`config.mk`:
```
export PLATFORM = sky130hd
export DESIGN_NAME = store_rmw_sequencer
export DESIGN_NICKNAME = d
export VERILOG_FILES = /design/src/rtl/store_rmw_sequencer_pkg.sv /design/src/rtl/store_rmw_sequencer_lane_merge.sv /design/src/rtl/store_rmw_sequencer.sv
export SDC_FILE = /design/constraint.sdc
export NUM_CORES = 1
export LEC_CHECK = 0
export ABC_AREA = 1
export CELL_PAD_IN_SITES_DETAIL_PLACEMENT = 0
export CELL_PAD_IN_SITES_GLOBAL_PLACEMENT = 1
export CORE_UTILIZATION = 35
export CTS_CLUSTER_SIZE = 16
export DETAILED_ROUTE_END_ITERATION = 16
export PLACE_DENSITY_LB_ADDON = 0.1
export REMOVE_ABC_BUFFERS = 1
export SLEW_MARGIN = 30
export SYNTH_ARGS = -nofsm -noshare
export SYNTH_HDL_FRONTEND = slang
export SYNTH_SLANG_ARGS = --single-unit
```
`constraint.sdc`:
```
create_clock -name Clk -period 5.5 [get_ports Clk]
set_input_delay 1.1 -clock Clk [delete_from_list [all_inputs] [get_ports Clk]]
set_output_delay 1.1 -clock Clk [all_outputs]
set_load 0.02 [all_outputs]
```
`src/rtl/store_rmw_sequencer_pkg.sv`:
```
// Shared store encodings, sequencer state type and big-endian lane helpers
// for the store read-modify-write sequencer.
package store_pkg;

  localparam logic [1:0] ST_NONE = 2'd0;
  localparam logic [1:0] ST_WORD = 2'd1;
  localparam logic [1:0] ST_BYTE = 2'd2;
  localparam logic [1:0] ST_HALF = 2'd3;

  typedef enum logic [2:0] {
    IDLE,
    READ,
    WAIT,
    WRITE,
    RETIRE
  } state_t;

  localparam logic [31:0] BYTE_LANE_MASK = 32'h0000_00FF;
  localparam logic [31:0] HALF_LANE_MASK = 32'h0000_FFFF;

  // Big-endian: byte offset 0 lives in [31:24], so the shift is (3-off)*8.
  function automatic logic [4:0] lane_shift(input logic [1:0] off);
    return {~off, 3'b000};
  endfunction

endpackage

```
`src/rtl/store_rmw_sequencer_lane_merge.sv`:
```
// Combinational merge of store data into its big-endian lane of a memory word.
module store_lane_merge
  import store_pkg::*;
(
  input  logic [1:0]  op_i,
  input  logic [1:0]  off_i,
  input  logic [31:0] old_word_i,
  input  logic [31:0] wdata_i,
  output logic [31:0] new_word_o
);

  logic [31:0] mask;
  logic [31:0] lane;

  always_comb begin
    mask       = '0;
    lane       = '0;
    new_word_o = old_word_i;
    case (op_i)
      ST_WORD: new_word_o = wdata_i;
      ST_BYTE: begin
        mask       = BYTE_LANE_MASK << lane_shift(off_i);
        lane       = {24'd0, wdata_i[7:0]} << lane_shift(off_i);
        new_word_o = (old_word_i & ~mask) | (lane & mask);
      end
      ST_HALF: begin
        // A halfword occupies the lane of its odd byte: offset 0 -> [31:16], 2 -> [15:0].
        mask       = HALF_LANE_MASK << lane_shift({off_i[1], 1'b1});
        lane       = {16'd0, wdata_i[15:0]} << lane_shift({off_i[1], 1'b1});
        new_word_o = (old_word_i & ~mask) | (lane & mask);
      end
      default: new_word_o = old_word_i;
    endcase
  end

endmodule

```
`src/rtl/store_rmw_sequencer.sv`:
```
// Store sequencer: SW writes through, SB/SH read the word, merge the lane and
// write it back. One request in flight; all outputs registered.
module store_rmw_sequencer
  import store_pkg::*;
#(
  parameter int ADDR_W     = 32,
  parameter int RD_LATENCY = 1
) (
  input  logic              Clk,
  input  logic              Reset,
  input  logic              req_valid,
  output logic              req_ready,
  input  logic [1:0]        req_op,
  input  logic [ADDR_W-1:0] req_addr,
  input  logic [31:0]       req_wdata,
  output logic [ADDR_W-1:0] mem_addr,
  output logic              mem_rd_en,
  input  logic [31:0]       mem_rdata,
  output logic              mem_wr_en,
  output logic [31:0]       mem_wdata,
  output logic              done,
  output logic              err_misalign
);

  localparam logic [1:0] CNT_INIT = 2'(RD_LATENCY - 1);

  state_t            state_q;
  logic              ready_q;
  logic              rd_en_q;
  logic              wr_en_q;
  logic              done_q;
  logic              err_q;
  logic [ADDR_W-1:0] addr_q;
  logic [31:0]       mem_wdata_q;

  logic [1:0]        op_q;
  logic [1:0]        off_q;
  logic [31:0]       wdata_q;
  logic [1:0]        cnt_q;

  logic              xfer;
  logic              needs_rmw;
  logic [31:0]       merge_d;

  assign xfer      = req_valid & ready_q;
  assign needs_rmw = (req_op == ST_BYTE) || ((req_op == ST_HALF) && !req_addr[0]);

  store_lane_merge u_merge (
    .op_i       (op_q),
    .off_i      (off_q),
    .old_word_i (mem_rdata),
    .wdata_i    (wdata_q),
    .new_word_o (merge_d)
  );

  always_ff @(posedge Clk) begin
    if (!Reset) begin
      state_q     <= IDLE;
      ready_q     <= 1'b1;
      rd_en_q     <= 1'b0;
      wr_en_q     <= 1'b0;
      done_q      <= 1'b0;
      err_q       <= 1'b0;
      addr_q      <= '0;
      mem_wdata_q <= '0;
    end else begin
      rd_en_q <= 1'b0;
      wr_en_q <= 1'b0;
      done_q  <= 1'b0;
      err_q   <= 1'b0;
      case (state_q)
        IDLE: begin
          if (xfer) begin
            ready_q <= 1'b0;
            addr_q  <= {req_addr[ADDR_W-1:2], 2'b00};
            if (req_op == ST_WORD) begin
              state_q     <= WRITE;
              wr_en_q     <= 1'b1;
              done_q      <= 1'b1;
              mem_wdata_q <= req_wdata;
            end else if (needs_rmw) begin
              state_q <= READ;
              rd_en_q <= 1'b1;
            end else begin
              // Only ST_HALF can fall through here misaligned; ST_NONE retires cleanly.
              state_q <= RETIRE;
              done_q  <= 1'b1;
              err_q   <= (req_op == ST_HALF);
            end
          end
        end
        READ: state_q <= WAIT;
        WAIT: begin
          if (cnt_q == 2'd0) begin
            state_q     <= WRITE;
            wr_en_q     <= 1'b1;
            done_q      <= 1'b1;
            mem_wdata_q <= merge_d;
          end
        end
        WRITE, RETIRE: begin
          state_q <= IDLE;
          ready_q <= 1'b1;
        end
        default: begin
          state_q <= IDLE;
          ready_q <= 1'b1;
        end
      endcase
    end
  end

  // Request fields and the read-wait counter need no reset: always loaded before use.
  always_ff @(posedge Clk) begin
    if (xfer) begin
      op_q    <= req_op;
      off_q   <= req_addr[1:0];
      wdata_q <= req_wdata;
    end
    if (state_q == READ) begin
      cnt_q <= CNT_INIT;
    end else if ((state_q == WAIT) && (cnt_q != 2'd0)) begin
      cnt_q <= cnt_q - 2'd1;
    end
  end

  assign req_ready    = ready_q;
  assign mem_addr     = addr_q;
  assign mem_rd_en    = rd_en_q;
  assign mem_wr_en    = wr_en_q;
  assign mem_wdata    = mem_wdata_q;
  assign done         = done_q;
  assign err_misalign = err_q;

endmodule

```
==> impl_metrics.yaml <==
status:
  status: "complete, no violations"
placed_design:
  dpl.hpwl_um: 12100
  portBuffers: 167
  gp_congestion: 0.855
sta:
  finalSetupViolations: 0
  finalWorstPathRequiredPeriod_ns: 3.38
  report.final.hold_viol_count: 0
  rsz0062_at_grt: "no"
  finalMaxSlewViolations: 0
  worst_clock_skew_ns: 0.00601
  worst_slew_pin_slew_ns: 0.942
  hold-worst-slack_ns: 0.465
  max-slew-margin-rel_pct: 37.2
  clock.fmax_mhz: 296
  min_period_over_period_pct: 61.4
  fin_setup_tns_ns: 0
power:
  p_leak_nw: 2.93
  p_sw_w: 0.000810
  vdd_ir_drop_max_mv: 0.160
  combinationalPowerShare_pct: 30.7
  p_seq_share_pct: 42.8
  power.switching_fraction_pct: 34.0
  power_density_nw_per_um2: 328
  intPower_w: 0.00157
  clkPwrFrac_pct: 26.5
  design_power_total_w: 0.00238
synthesis:
  synth-seq-area-share_pct: 48.3
  ys.warnings.count: 0
  syn-instance-count: 688
  synth.lib_cells_used.distinct: 30
  synthesis.area_um2: 5220
  synth-seq-cells: 108
  syn_avg_cell_area_um2: 7.59
route:
  routed_via_density: 5.10
  wl_per_cell_um: 16.6
  route.antenna.remaining_nets: 0
  totalWireLength_um: 17000
  firstDrtPassIters: 6
  topRoutingLayerUsed: "met4"
  met2_length_um: 7930
  via_count: 5215
  met3_wirelength_um: 1250
  met1Wirelength_um: 7470
  drt_iter0_drc: 326
  detail_route.drc_violations: 0
global_routing:
  globalRouteTotalUtil_pct: 22.5
  overall_overflow_remaining_after_global_route: 0
  first_global_vias: 5021
  first_pass_grt_wire_length_um: 26100
  grt_max_degree: 45
  initial_antenna_violation_count: 0
die:
  initial_core_util_pct: 35.9
  placementRows: 44
  die_area_um2: 15400
  die_height_um: 124
  die_w_um: 124
  core_region_area_um2: 14500
  pin_count: 170
clocking:
  clk_pin_slew_ns: 0.07
  cts_max_path_buffers: 2
  post_cts_resize_count: 0
  cts_root_buffer: "clkbuf_16"
  cts.hold.buffers_added: 0
  numCtsBuffers: 9
  clock_net_sink_count: 108
  post_cts_buffers: 0
  cts.htree.levels: 3
  tritoncts: "done"
  worst_skew_pair.late_latency_ns: 0.36
setup_path:
  crit_arrival_ns: 3.60
  timing_worst_setup_path_type: "input port to flop"
  required_ns: 5.72
  crit_path_cell_trace: "clkdlybuf4s50_1, nand2_1, nor2_1, nand2_2, nand2_2, clkinv_1, nand2_1, a21oi_1"
  timing.critical_path.from_type: "input port"
  critical-path-max-stage-delay_ns: 0.64
  critical-path-slowest-cell: "nand2_2"
  cp_num_buf_inv: 2
  critical-path-top-delay-family: "simple AND/OR/NAND/NOR gates"
  endpoint_kind_of_the_worst_setup_timing_path: "flop"
  critPathMaxFanout: 33
cells_and_area:
  drive_above_1_share_pct: 4.77
  areaGrowthSynthToFinish_pct: 38.9
  insertedDiodeCount: 0
  layout.nets: 936
worst_hold_path:
  hold_path_class: "flop to flop"
run:
  max_cap_viol: 0
## metrics by stage
step                      util [%]  cells  instance area (um^2)  worst slack (ns)
final                         49.9   1023                  7250              2.12
after CTS                     49.9   1023                  7250              2.13
after floorplan                  -    650                  5020              1.82
after global placement        48.0   1007                  6970              1.85
after detailed placement      48.0   1007                  6970              1.75
after global routing          49.9   1023                  7250              1.85
## synthesized netlist by cell type
library cell  count  area (um^2)
a211oi_1          1         7.51
a21boi_0          1         7.51
a21oi_1          80          400
a22oi_1          24          180
a31oi_1           1         6.26
buf_2            13         65.1
buf_4            10         75.1
clkbuf_1         16         60.1
clkinv_1          2         7.51
conb_1            1         3.75
dfxtp_1          72         1440
edfxtp_1         36         1080
ha_1              1         12.5
inv_1            52          195
inv_2             5         18.8
inv_4             1         6.26
nand2_1         215          807
nand2_2           4         25.0
nand2_4           1         11.3
nand3_1          68          340
nand3b_1          8         60.1
nand4_2           1         12.5
nor2_1           14         52.6
nor2_2            4         25.0
nor2_4            1         11.3
nor3_1            4         20.0
o211ai_1          9         67.6
o21ai_0          40          200
o21ai_1           2         10.0
o21ai_2           1         8.76
## layout by cell type, fill, tap and decap left out, types with 4 or more instances in the layout
cell	n
nand2_1	215
clkdlybuf4s50_1	167
a21oi_1	80
dfxtp_1	72
nand3_1	68
inv_1	52
o21ai_0	40
edfxtp_1	36
a22oi_1	24
nor2_1	14
o211ai_1	9
clkbuf_16	9
nand3b_1	8
buf_4	6
inv_2	5
nor2_2	4
nand2_2	4
nor3_1	4
## logic make-up after synthesis
kind of cell               count (synthesis)  synth area share, %
AOI/OAI and AO/OA                        159                 17.0
DFF                                      108                 48.3
other                                      1               0.0718
buffers and inverters                     99                 8.20
and+or+nand+nor                          320                 26.2
adders and majority gates                  1                0.240
## worst register-to-register path, delay by kind of cell, from the launching register on
kind | cells | cell delay (ns)
flip-flops | 1 | 0.31
buffers and inverters | 2 | 0.47
AND/OR/NAND/NOR | 5 | 1.52
AO/OA/AOI/OAI | 1 | 0.07
## layout make-up
class                      count  area [um^2]
tap                          184          230
inverter                      60          228
clock buffer                  10          239
multi-input combinational    482         2270
fill                        1446         7280
timing repair buffer         173         1720
clock inverter                 6         42.5
sequential                   108         2520
## flip-flops by register name, indices dropped and copies added, names as in the netlist, 2 cells and up
name       flops
mem_addr      30
wdata_q       32
state_q        3
mem_wdata     32
cnt_q          2
off_q          2
op_q           2
## worst paths after layout
| path | startpoint | end | slack [ns] | cells past startpoint |
|---|---|---|---|---|
| setup reg to reg | state_q[2] | mem_wdata[13] | 3.00 | 8 |
| hold / removal | mem_addr[11] | mem_addr[11] | 0.46 | 2 |
| hold reg to reg | mem_addr[11] | mem_addr[11] | 0.46 | 2 |
| setup / recovery | req_op[0] | mem_wdata[13] | 2.12 | 8 |
## metal layers
metal / vias up / global-route usage [%]
li1: 2587 / -
met1: 2414 / 29.3
met2: 194 / 36.1
met3: 20 / 5.49
met4: 0 / 8.11
met5: - / 0
## power by group through the flow
stage                     Clock (W)  Combinational (W)  Sequential, W
final                      0.000631           0.000730        0.00102
after floorplan                   0           0.000314        0.00110
after global routing       0.000679           0.000801        0.00103
after detailed placement          0           0.000734        0.00103
after global placement            0           0.000724        0.00103
after CTS                  0.000648           0.000736        0.00102
No activity file was read; power rests on OpenSTA's default activity.
